$ cat src/rtl/pipe_pkg.sv
// Shared constants for the MIPS inter-stage pipeline registers: depth limits, counter width,
// and the payload field offsets each stage uses when building its keep field.
package pipe_pkg;

   localparam int unsigned MAX_DEPTH     = 8;
   localparam int unsigned CNT_W_DEFAULT = 16;

   // Field LSB offsets inside each stage payload; the PC sits lowest so CP0 can keep it.
   localparam int unsigned F2D_PC_LO    = 0;
   localparam int unsigned F2D_INSTR_LO = 32;
   localparam int unsigned D2E_PC_LO    = 0;
   localparam int unsigned D2E_INSTR_LO = 32;
   localparam int unsigned D2E_RS_LO    = 64;
   localparam int unsigned E2M_PC_LO    = 0;
   localparam int unsigned E2M_ALU_LO   = 32;
   localparam int unsigned M2W_PC_LO    = 0;
   localparam int unsigned M2W_RES_LO   = 32;

   typedef enum logic [1:0] {
      SlotHold,
      SlotLoad,
      SlotBubble,
      SlotKill
   } slot_op_e;

endpackage

$ cat src/rtl/pipe_stage_reg_if.sv
// Control, data and counter bundle for one pipe_stage_reg; the stage logic drives the master side.
interface pipe_stage_reg_if #(
   parameter int unsigned WIDTH = 96,
   parameter int unsigned CNT_W = 16
) ();

   logic             en;
   logic             flush;
   logic             flush_all;
   logic             in_valid;
   logic [WIDTH-1:0] in_payload;
   logic             cnt_clr;
   logic             out_valid;
   logic [WIDTH-1:0] out_payload;
   logic [CNT_W-1:0] stall_cnt;
   logic [CNT_W-1:0] flush_cnt;

   modport master (
      output en, flush, flush_all, in_valid, in_payload, cnt_clr,
      input  out_valid, out_payload, stall_cnt, flush_cnt
   );

   modport slave (
      input  en, flush, flush_all, in_valid, in_payload, cnt_clr,
      output out_valid, out_payload, stall_cnt, flush_cnt
   );

endinterface

$ cat src/rtl/pipe_slot.sv
// One valid+payload register of the pipeline chain. A bubble clears everything except the
// keep field, which is taken from the incoming payload so PC/BD survive for CP0.
module pipe_slot
   import pipe_pkg::*;
#(
   parameter int unsigned WIDTH   = 96,
   parameter int unsigned KEEP_LO = 0,
   parameter int unsigned KEEP_W  = 32
) (
   input  logic             clk,
   input  logic             reset,
   input  slot_op_e         op_i,
   input  logic             valid_i,
   input  logic [WIDTH-1:0] payload_i,
   output logic             valid_o,
   output logic [WIDTH-1:0] payload_o
);

   logic             valid_q, valid_d;
   logic [WIDTH-1:0] payload_q, payload_d;
   logic [WIDTH-1:0] bubble_payload;

   if (KEEP_W > 0) begin : g_keep
      always_comb begin
         bubble_payload = '0;
         bubble_payload[KEEP_LO +: KEEP_W] = payload_i[KEEP_LO +: KEEP_W];
      end
   end else begin : g_no_keep
      assign bubble_payload = '0;
   end

   always_comb begin
      valid_d   = valid_q;
      payload_d = payload_q;
      unique case (op_i)
         SlotLoad: begin
            valid_d   = valid_i;
            payload_d = payload_i;
         end
         SlotBubble: begin
            valid_d   = 1'b0;
            payload_d = bubble_payload;
         end
         SlotKill: begin
            valid_d   = 1'b0;
            payload_d = '0;
         end
         default: ;
      endcase
   end

   always_ff @(posedge clk or negedge reset) begin
      if (!reset) begin
         valid_q   <= 1'b0;
         payload_q <= '0;
      end else begin
         valid_q   <= valid_d;
         payload_q <= payload_d;
      end
   end

   assign valid_o   = valid_q;
   assign payload_o = payload_q;

endmodule

$ cat src/rtl/pipe_stage_reg.sv
// Parametrised inter-stage pipeline register: DEPTH slots with stall, bubble, keep-on-bubble and
// whole-chain kill, plus saturating stall/flush event counters for performance debug.
module pipe_stage_reg
   import pipe_pkg::*;
#(
   parameter int unsigned WIDTH   = 96,
   parameter int unsigned DEPTH   = 1,
   parameter int unsigned KEEP_LO = 0,
   parameter int unsigned KEEP_W  = 32,
   parameter int unsigned CNT_W   = CNT_W_DEFAULT
) (
   input logic              clk,
   input logic              reset,
   pipe_stage_reg_if.slave  bus
);

   logic             slot_valid   [DEPTH];
   logic [WIDTH-1:0] slot_payload [DEPTH];

   for (genvar i = 0; i < DEPTH; i++) begin : g_slot
      slot_op_e op;
      if (i == 0) begin : g_head
         // Flush bubbles the head even while stalled: upstream holds, a nop enters here.
         assign op = bus.flush_all ? SlotKill   :
                     bus.flush     ? SlotBubble :
                     bus.en        ? SlotLoad   : SlotHold;

         pipe_slot #(
            .WIDTH   (WIDTH),
            .KEEP_LO (KEEP_LO),
            .KEEP_W  (KEEP_W)
         ) u_slot (
            .clk       (clk),
            .reset     (reset),
            .op_i      (op),
            .valid_i   (bus.in_valid),
            .payload_i (bus.in_payload),
            .valid_o   (slot_valid[i]),
            .payload_o (slot_payload[i])
         );
      end else begin : g_tail
         assign op = bus.flush_all ? SlotKill :
                     bus.en        ? SlotLoad : SlotHold;

         pipe_slot #(
            .WIDTH   (WIDTH),
            .KEEP_LO (KEEP_LO),
            .KEEP_W  (KEEP_W)
         ) u_slot (
            .clk       (clk),
            .reset     (reset),
            .op_i      (op),
            .valid_i   (slot_valid[i-1]),
            .payload_i (slot_payload[i-1]),
            .valid_o   (slot_valid[i]),
            .payload_o (slot_payload[i])
         );
      end
   end

   assign bus.out_valid   = slot_valid[DEPTH-1];
   assign bus.out_payload = slot_payload[DEPTH-1];

   logic             stall_ev, flush_ev;
   logic [CNT_W-1:0] stall_cnt_q, stall_cnt_d;
   logic [CNT_W-1:0] flush_cnt_q, flush_cnt_d;

   assign stall_ev = !bus.en && !bus.flush && !bus.flush_all;
   assign flush_ev = bus.flush || bus.flush_all;

   // Counters saturate rather than wrap; clear takes precedence over a same-cycle event.
   always_comb begin
      stall_cnt_d = stall_cnt_q;
      flush_cnt_d = flush_cnt_q;
      if (bus.cnt_clr) begin
         stall_cnt_d = '0;
         flush_cnt_d = '0;
      end else begin
         if (stall_ev && (stall_cnt_q != '1)) stall_cnt_d = stall_cnt_q + CNT_W'(1);
         if (flush_ev && (flush_cnt_q != '1)) flush_cnt_d = flush_cnt_q + CNT_W'(1);
      end
   end

   always_ff @(posedge clk or negedge reset) begin
      if (!reset) begin
         stall_cnt_q <= '0;
         flush_cnt_q <= '0;
      end else begin
         stall_cnt_q <= stall_cnt_d;
         flush_cnt_q <= flush_cnt_d;
      end
   end

   assign bus.stall_cnt = stall_cnt_q;
   assign bus.flush_cnt = flush_cnt_q;

endmodule

$ cat src/flat_wrapper.sv
// flat-port wrapper written by rule: the top's interface ports become plain ports
module pipe_stage_reg_flat import pipe_pkg::*;
#(
   parameter int unsigned WIDTH   = 96,
   parameter int unsigned DEPTH   = 1,
   parameter int unsigned KEEP_LO = 0,
   parameter int unsigned KEEP_W  = 32,
   parameter int unsigned CNT_W   = CNT_W_DEFAULT
)
  (clk, reset, bus_en, bus_flush, bus_flush_all, bus_in_valid, bus_in_payload, bus_cnt_clr, bus_out_valid, bus_out_payload, bus_stall_cnt, bus_flush_cnt);
  pipe_stage_reg_if #(.WIDTH(WIDTH), .CNT_W(CNT_W)) bus_i ();
  input logic clk;
  input logic reset;
  input wire logic [$bits(bus_i.en)-1:0] bus_en;
  input wire logic [$bits(bus_i.flush)-1:0] bus_flush;
  input wire logic [$bits(bus_i.flush_all)-1:0] bus_flush_all;
  input wire logic [$bits(bus_i.in_valid)-1:0] bus_in_valid;
  input wire logic [$bits(bus_i.in_payload)-1:0] bus_in_payload;
  input wire logic [$bits(bus_i.cnt_clr)-1:0] bus_cnt_clr;
  output wire logic [$bits(bus_i.out_valid)-1:0] bus_out_valid;
  output wire logic [$bits(bus_i.out_payload)-1:0] bus_out_payload;
  output wire logic [$bits(bus_i.stall_cnt)-1:0] bus_stall_cnt;
  output wire logic [$bits(bus_i.flush_cnt)-1:0] bus_flush_cnt;
  assign bus_i.en = bus_en;
  assign bus_i.flush = bus_flush;
  assign bus_i.flush_all = bus_flush_all;
  assign bus_i.in_valid = bus_in_valid;
  assign bus_i.in_payload = bus_in_payload;
  assign bus_i.cnt_clr = bus_cnt_clr;
  assign bus_out_valid = bus_i.out_valid;
  assign bus_out_payload = bus_i.out_payload;
  assign bus_stall_cnt = bus_i.stall_cnt;
  assign bus_flush_cnt = bus_i.flush_cnt;
  pipe_stage_reg #(.WIDTH(WIDTH), .DEPTH(DEPTH), .KEEP_LO(KEEP_LO), .KEEP_W(KEEP_W), .CNT_W(CNT_W)) u_core (.clk(clk), .reset(reset), .bus(bus_i));
endmodule
$ cat config.mk
export PLATFORM = sky130hd
export DESIGN_NAME = pipe_stage_reg_flat
export DESIGN_NICKNAME = d
export VERILOG_FILES = /design/src/rtl/pipe_pkg.sv /design/src/rtl/pipe_stage_reg_if.sv /design/src/rtl/pipe_slot.sv /design/src/rtl/pipe_stage_reg.sv /design/src/flat_wrapper.sv
export SDC_FILE = /design/constraint.sdc
export NUM_CORES = 1
export LEC_CHECK = 0
export BUFFER_PORTS_ARGS = -buffer_cell sky130_fd_sc_hd__clkbuf_2
export CORE_UTILIZATION = 44
export CTS_CLUSTER_SIZE = 16
export DETAILED_ROUTE_END_ITERATION = 8
export MAX_ROUTING_LAYER = met4
export PLACE_DENSITY_LB_ADDON = 0.12
export RECOVER_POWER = 100
export SLEW_MARGIN = 5
export SYNTH_ARGS = -nofsm -noshare
export SYNTH_HDL_FRONTEND = slang
export SYNTH_HIERARCHICAL = 1
export SYNTH_SLANG_ARGS = --single-unit
$ cat constraint.sdc
create_clock -name clk -period 1.7 [get_ports clk]
set_input_delay 0.17 -clock clk [delete_from_list [all_inputs] [get_ports clk]]
set_output_delay 0.17 -clock clk [all_outputs]
set_load 0.005 [all_outputs]
**Word level (Yosys, flattened, before mapping)**

Cells that the tools add are included.

- Add/sub/neg operators: 2
- Equal/unequal tests: 5
- Multiplexer cells: 9
- Reductions and logical operators: 13

Operator list:

| kind | number |
|---|---|
| 96-bit case mux with 3 select lines | 1 |
| 16-bit 2-to-1 mux | 4 |
| 16-bit by 1-bit adder with 16-bit output (second input constant) | 2 |
| 16-bit != test (second input constant) | 2 |
| 2-bit nonzero test | 3 |
| 2-bit == test (second input constant) | 2 |
| 1-bit logical AND | 4 |
| 2-bit 2-to-1 mux | 2 |
| 1-bit logical NOT | 3 |
| 3-bit nonzero test | 1 |
| 2-bit by 1-bit == test with 1-bit output (second input constant) | 1 |
| 1-bit case mux with 2 select lines | 1 |
| 2-bit OR reduction | 1 |
| 1-bit logical OR | 1 |
| 1-bit 2-to-1 mux | 1 |

- Register bits: 129
- Bits of input ports: 103
- Output and inout port bits: 129
- Logic and storage cells: 33

**Depth between registers and ports, before layout**

- Depth after elaboration: 6
- Depth in mapped cells: 7
- Gate-level depth less buffers: 5

**Hierarchy**

The synthesis kept the hierarchy.

By module, submodules not included:

| module | times used | cells each | area each (µm²) | sequential area each (µm²) |
|---|---|---|---|---|
| pipe_slot | 1 | 318 | 4107.7 | 2427.3 |
| pipe_stage_reg | 1 | 196 | 1848.0 | 800.8 |

**Worst setup path after synthesis**

OpenSTA, ideal clock, no wires.

- Path type: register to register
- Start point: register u_core.stall_cnt_q[0] (netlist: u_core/bus.stall_cnt[0])
- End point: register u_core.stall_cnt_q[13] (netlist: u_core/bus.stall_cnt[13])
- Library setup time: 125 ps
- Arrival: 1607 ps
- Required time: 1575 ps
- Slack: -31 ps
- Cell stages (with the launch flop): 7
- Buffers on the path: 1
- Clock period less this slack: 1731 ps
- Cell sequence: dfrtp_1 -> ha_1 -> nand4_1 -> nor4_2 -> buf_2 -> nor4_1 -> mux2_2

- Word-level cells in the longest chain between the ends: 3
- Elaborated cells on any way between the ends: 6
- Those cells by class: add/sub (1); eq/ne (1); mux (2); reduce/logical (2)

RTL lines:

| what | RTL line | text |
|---|---|---|
| start, declared | pipe_stage_reg.sv:65 | `logic [CNT_W-1:0] stall_cnt_q, stall_cnt_d;` |
| start signal, assigned | pipe_stage_reg.sv:89 | `stall_cnt_q <= stall_cnt_d;` |
| 16-bit by 1-bit adder with 16-bit output or 16-bit != test (tied branches) | pipe_stage_reg.sv:79 | `if (stall_ev && (stall_cnt_q != '1)) stall_cnt_d = stall_cnt_q + CNT_W'(1);` |
| 16-bit 2-to-1 mux or 1-bit logical AND (tied branches) | pipe_stage_reg.sv:79 |  |
| 16-bit 2-to-1 mux or 2-bit nonzero test (tied branches) | n/a |  |

Several ways; a longest one is shown, not always the timed one. The select of a mux whose other input is x is not followed.
A chain may end at the register's enable or synchronous reset.

**Worst setup path in the final report**

- Start point: register u_core.stall_cnt_q[0] (netlist: u_core/bus.stall_cnt[0])
- End point: register u_core.stall_cnt_q[14] (netlist: u_core/bus.stall_cnt[14])

The elaborated chain is that of the path after synthesis.

==> impl_metrics.yaml <==
worst_setup_path:
  cp.arrival_ns: 1.99
  cp-end-kind: "register"
  r2r_slack_ns: 0.007
  max_stage_delay_ns: 0.39
  cp_data_required_time_ns: 2.00
  crit_type: "register to register"
  crit_path_start_kind: "register"
  path_max_fanout: 11
  worst_path_max_delay_cell: "dfrtp_1"
  cp_common_cell: "nor4_2"
  worstPathCellList: "ha_4 > nand4_1 > nor4_2 > buf_4 > nor4_2 > mux2_2"
clocking:
  clock_sink_count: 129
  cts_inserted_buffers: 17
  clk_pin_slew_worst_paths_ns: 0.06
  cts_root_buf: "clkbuf_16"
  h-tree-depth: 4
  cts_tree: "done"
  clockBufferDepth: 2
  clk_latency_ns: 0.42
global_routing:
  gr-total-overflow: 0
  grt_max_degree: 74
  grt_usage: 0.249
  antenna_found_initial: 0
  grt_pass1_wl_um: 26400
  grt_pass1_vias: 5299
die:
  core_area_um2: 13200
  start_util: 0.450
  ios: 232
  die_area_um2: 14000
  std_cell_rows: 42
  die_x_um: 118
  die_h_um: 118
synthesis:
  synthArstFlopShare: 1.00
  yosys-top-cells-count: "dfrtp_1, mux2i_1, nor2_1"
  synth_top_area_share: 0.542
  netlist_area_um2: 5960
  syn-num-nets: 619
  yosysSeqAreaShare: 0.542
  synth-main-ff-cell: "dfrtp_1"
  yosysWarningCount: 6
  synth_area_leaders: "dfrtp_1, mux2i_1, nor2_1"
  synth.most_common_cell: "dfrtp_1"
  ys_types: 46
  synth_seq_cells: 129
  synth_edf_count: 0
  syn_avg_cell_area_um2: 11.6
  yosys.area.top_type: "dfrtp_1"
  postSynthCellCount: 514
drt:
  drt_iter0_drc: 396
  route.vias.total: 5389
  firstDrtPassIters: 5
  wl_per_cell_um: 16.2
  drc: 0
  viasPerCell: 5.20
  antenna_left: 0
  totalWireLength_um: 16800
sta:
  finalCriticalPeriod_ns: 1.69
  setup_viol: 0
  maxClockFrequency_mhz: 591
  finalMaxSlewViolations: 0
  worst_slack_ns: 0.00701
  maxSlewHeadroom: 0.265
  skew_ns: 0.00957
  worst_pin_slew_ns: 1.10
  finalCritPeriodShare: 0.996
  rsz0062_at_grt: "true"
  timing.final.hold_violations: 0
final_layout:
  seq_area_um2: 3230
  area_growth_pct: 47.0
  fillCellCount: 1100
  drive_gt1_frac: 0.311
  final_util: 0.661
  diodes: 0
  fin_nets: 953
  multi_input_area_um2: 2570
status:
  status: "finished clean"
power_and_ir_drop:
  seqPwrFrac: 0.423
  p_sw_frac: 0.240
  intPower_w: 0.00588
  ir_worst_vdd_uv: 694
  p_per_area_nw_per_um2: 884
  cellLeakagePower_nw: 4.50
  p_sw_w: 0.00186
  clockPowerShare: 0.457
  p_comb_frac: 0.120
placed_design:
  post-place-ws_ns: -0.0154
  dpl.hpwl_um: 10900
  io_buffers: 231
  routabilityCongestion: 0.844
min_path:
  hold_path_class: "input port to register"
flow_run:
  maxCapViolCount: 0
==> stage by stage <==
step	instances	TNS, ns	hold slack [ns]	power, W	cell area, µm²
2_1_floorplan	514	0	-0.126	0.00372	5970
3_3_place_gp	934	0	0.203	0.00413	7590
3_5_place_dp	934	-0.0154	0.205	0.00416	7590
4_1_cts	1034	-0.00209	0.000159	0.00786	8840
5_1_grt	1037	-0.283	0.00665	0.00806	8760
6_report	1037	0	0.00378	0.00774	8760
==> power groups by stage <==
stage          logic [W]  registers, W  clock network [W]
2_1_floorplan   0.000384       0.00333                  0
3_3_place_gp    0.000814       0.00332                  0
3_5_place_dp    0.000837       0.00332                  0
4_1_cts         0.000964       0.00327            0.00362
5_1_grt          0.00102       0.00329            0.00375
6_report        0.000929       0.00327            0.00354
==> final cells by class <==
cell class	instances	share of cell area
tap	176	0.0252
timing repair buffer	348	0.244
inverter	7	0.00329
clock inverter	10	0.0126
multi-input combinational	345	0.293
clock buffer	22	0.0530
sequential	129	0.369
==> sequential cells by signal, indices dropped and copies added (netlist names) <==
| name | count |
|---|---|
| u_core/bus.stall_cnt | 16 |
| u_core/g_slot.g_head.u_slot/payload_o | 96 |
| u_core/g_slot.g_head.u_slot/valid_o | 1 |
| u_core/bus.flush_cnt | 16 |
==> cell usage in the layout, fill, tap and decap left out, types with 5 or more instances in the layout <==
master         synthesis  layout
mux2i_1               99      99
clkbuf_1               3      70
buf_4                 12      43
clkbuf_16              0      17
dfrtp_1              129     129
nor2b_1                7       6
or4_1                  7       6
dlygate4sd3_1          0      67
nand4_1               12      12
inv_1                  6       6
nor2_1                79      79
nand3_1                7       6
a21oi_1               19      18
o21ai_0               10      10
or3_1                 11      11
clkbuf_2               0     166
nand2_1               12      12
mux2_2                 5       5
o31ai_1                7       7
o2bb2ai_1             32      32
==> critical path, delay by kind of cell, from the launching register on <==
kind                     cells  cell delay (ns)
multiplexers                 1             0.27
AND/OR/NAND/NOR              3             0.51
buffers and inverters        1             0.24
flip-flops                   1             0.39
adder cells (fa/ha/maj)      1             0.17
==> repair_timing <==
item	4_1_cts	5_1_grt
pin swaps	0	2
hold buffers	67	0
cloned	0	0
setup endpoints to repair	2	17
hold endpoints to repair	195	0
gates resized for setup	1	10
buffers inserted	1	3
==> worst paths after layout <==
kind	start	to	depth (start not counted)
worst max-delay path	u_core/bus.stall_cnt[0]	u_core/bus.stall_cnt[14]	6
worst min-delay path	bus_in_payload[76]	u_core/g_slot[0].g_head.u_slot/payload_o[76]	3
worst max register to register	u_core/bus.stall_cnt[0]	u_core/bus.stall_cnt[14]	6
worst min register to register	u_core/g_slot[0].g_head.u_slot/payload_o[61]	u_core/g_slot[0].g_head.u_slot/payload_o[61]	2
max in group asynchronous	reset	u_core/bus.flush_cnt[13]	3
min in group asynchronous	reset	u_core/g_slot[0].g_head.u_slot/payload_o[91]	3
==> layer usage <==
metal	up-vias	part of all wire	GRT usage
met5	-	0	-
met4	0	0.026	0.111
met3	30	0.061	0.0545
met2	206	0.49	0.403
met1	2611	0.42	0.299
li1	2542	-	-
==> kinds of logic after synthesis <==
| logic type | after synthesis | share of synthesized area |
|---|---|---|
| buffers and inverters | 40 | 0.0395 |
| and+or+nand+nor | 157 | 0.138 |
| AOI/OAI and AO/OA | 79 | 0.0954 |
| adders and majority gates | 2 | 0.00420 |
| muxes | 105 | 0.178 |
| DFF | 129 | 0.542 |
| xor gates and xnor gates | 2 | 0.00294 |
Power figures use the tool's default switching activity.
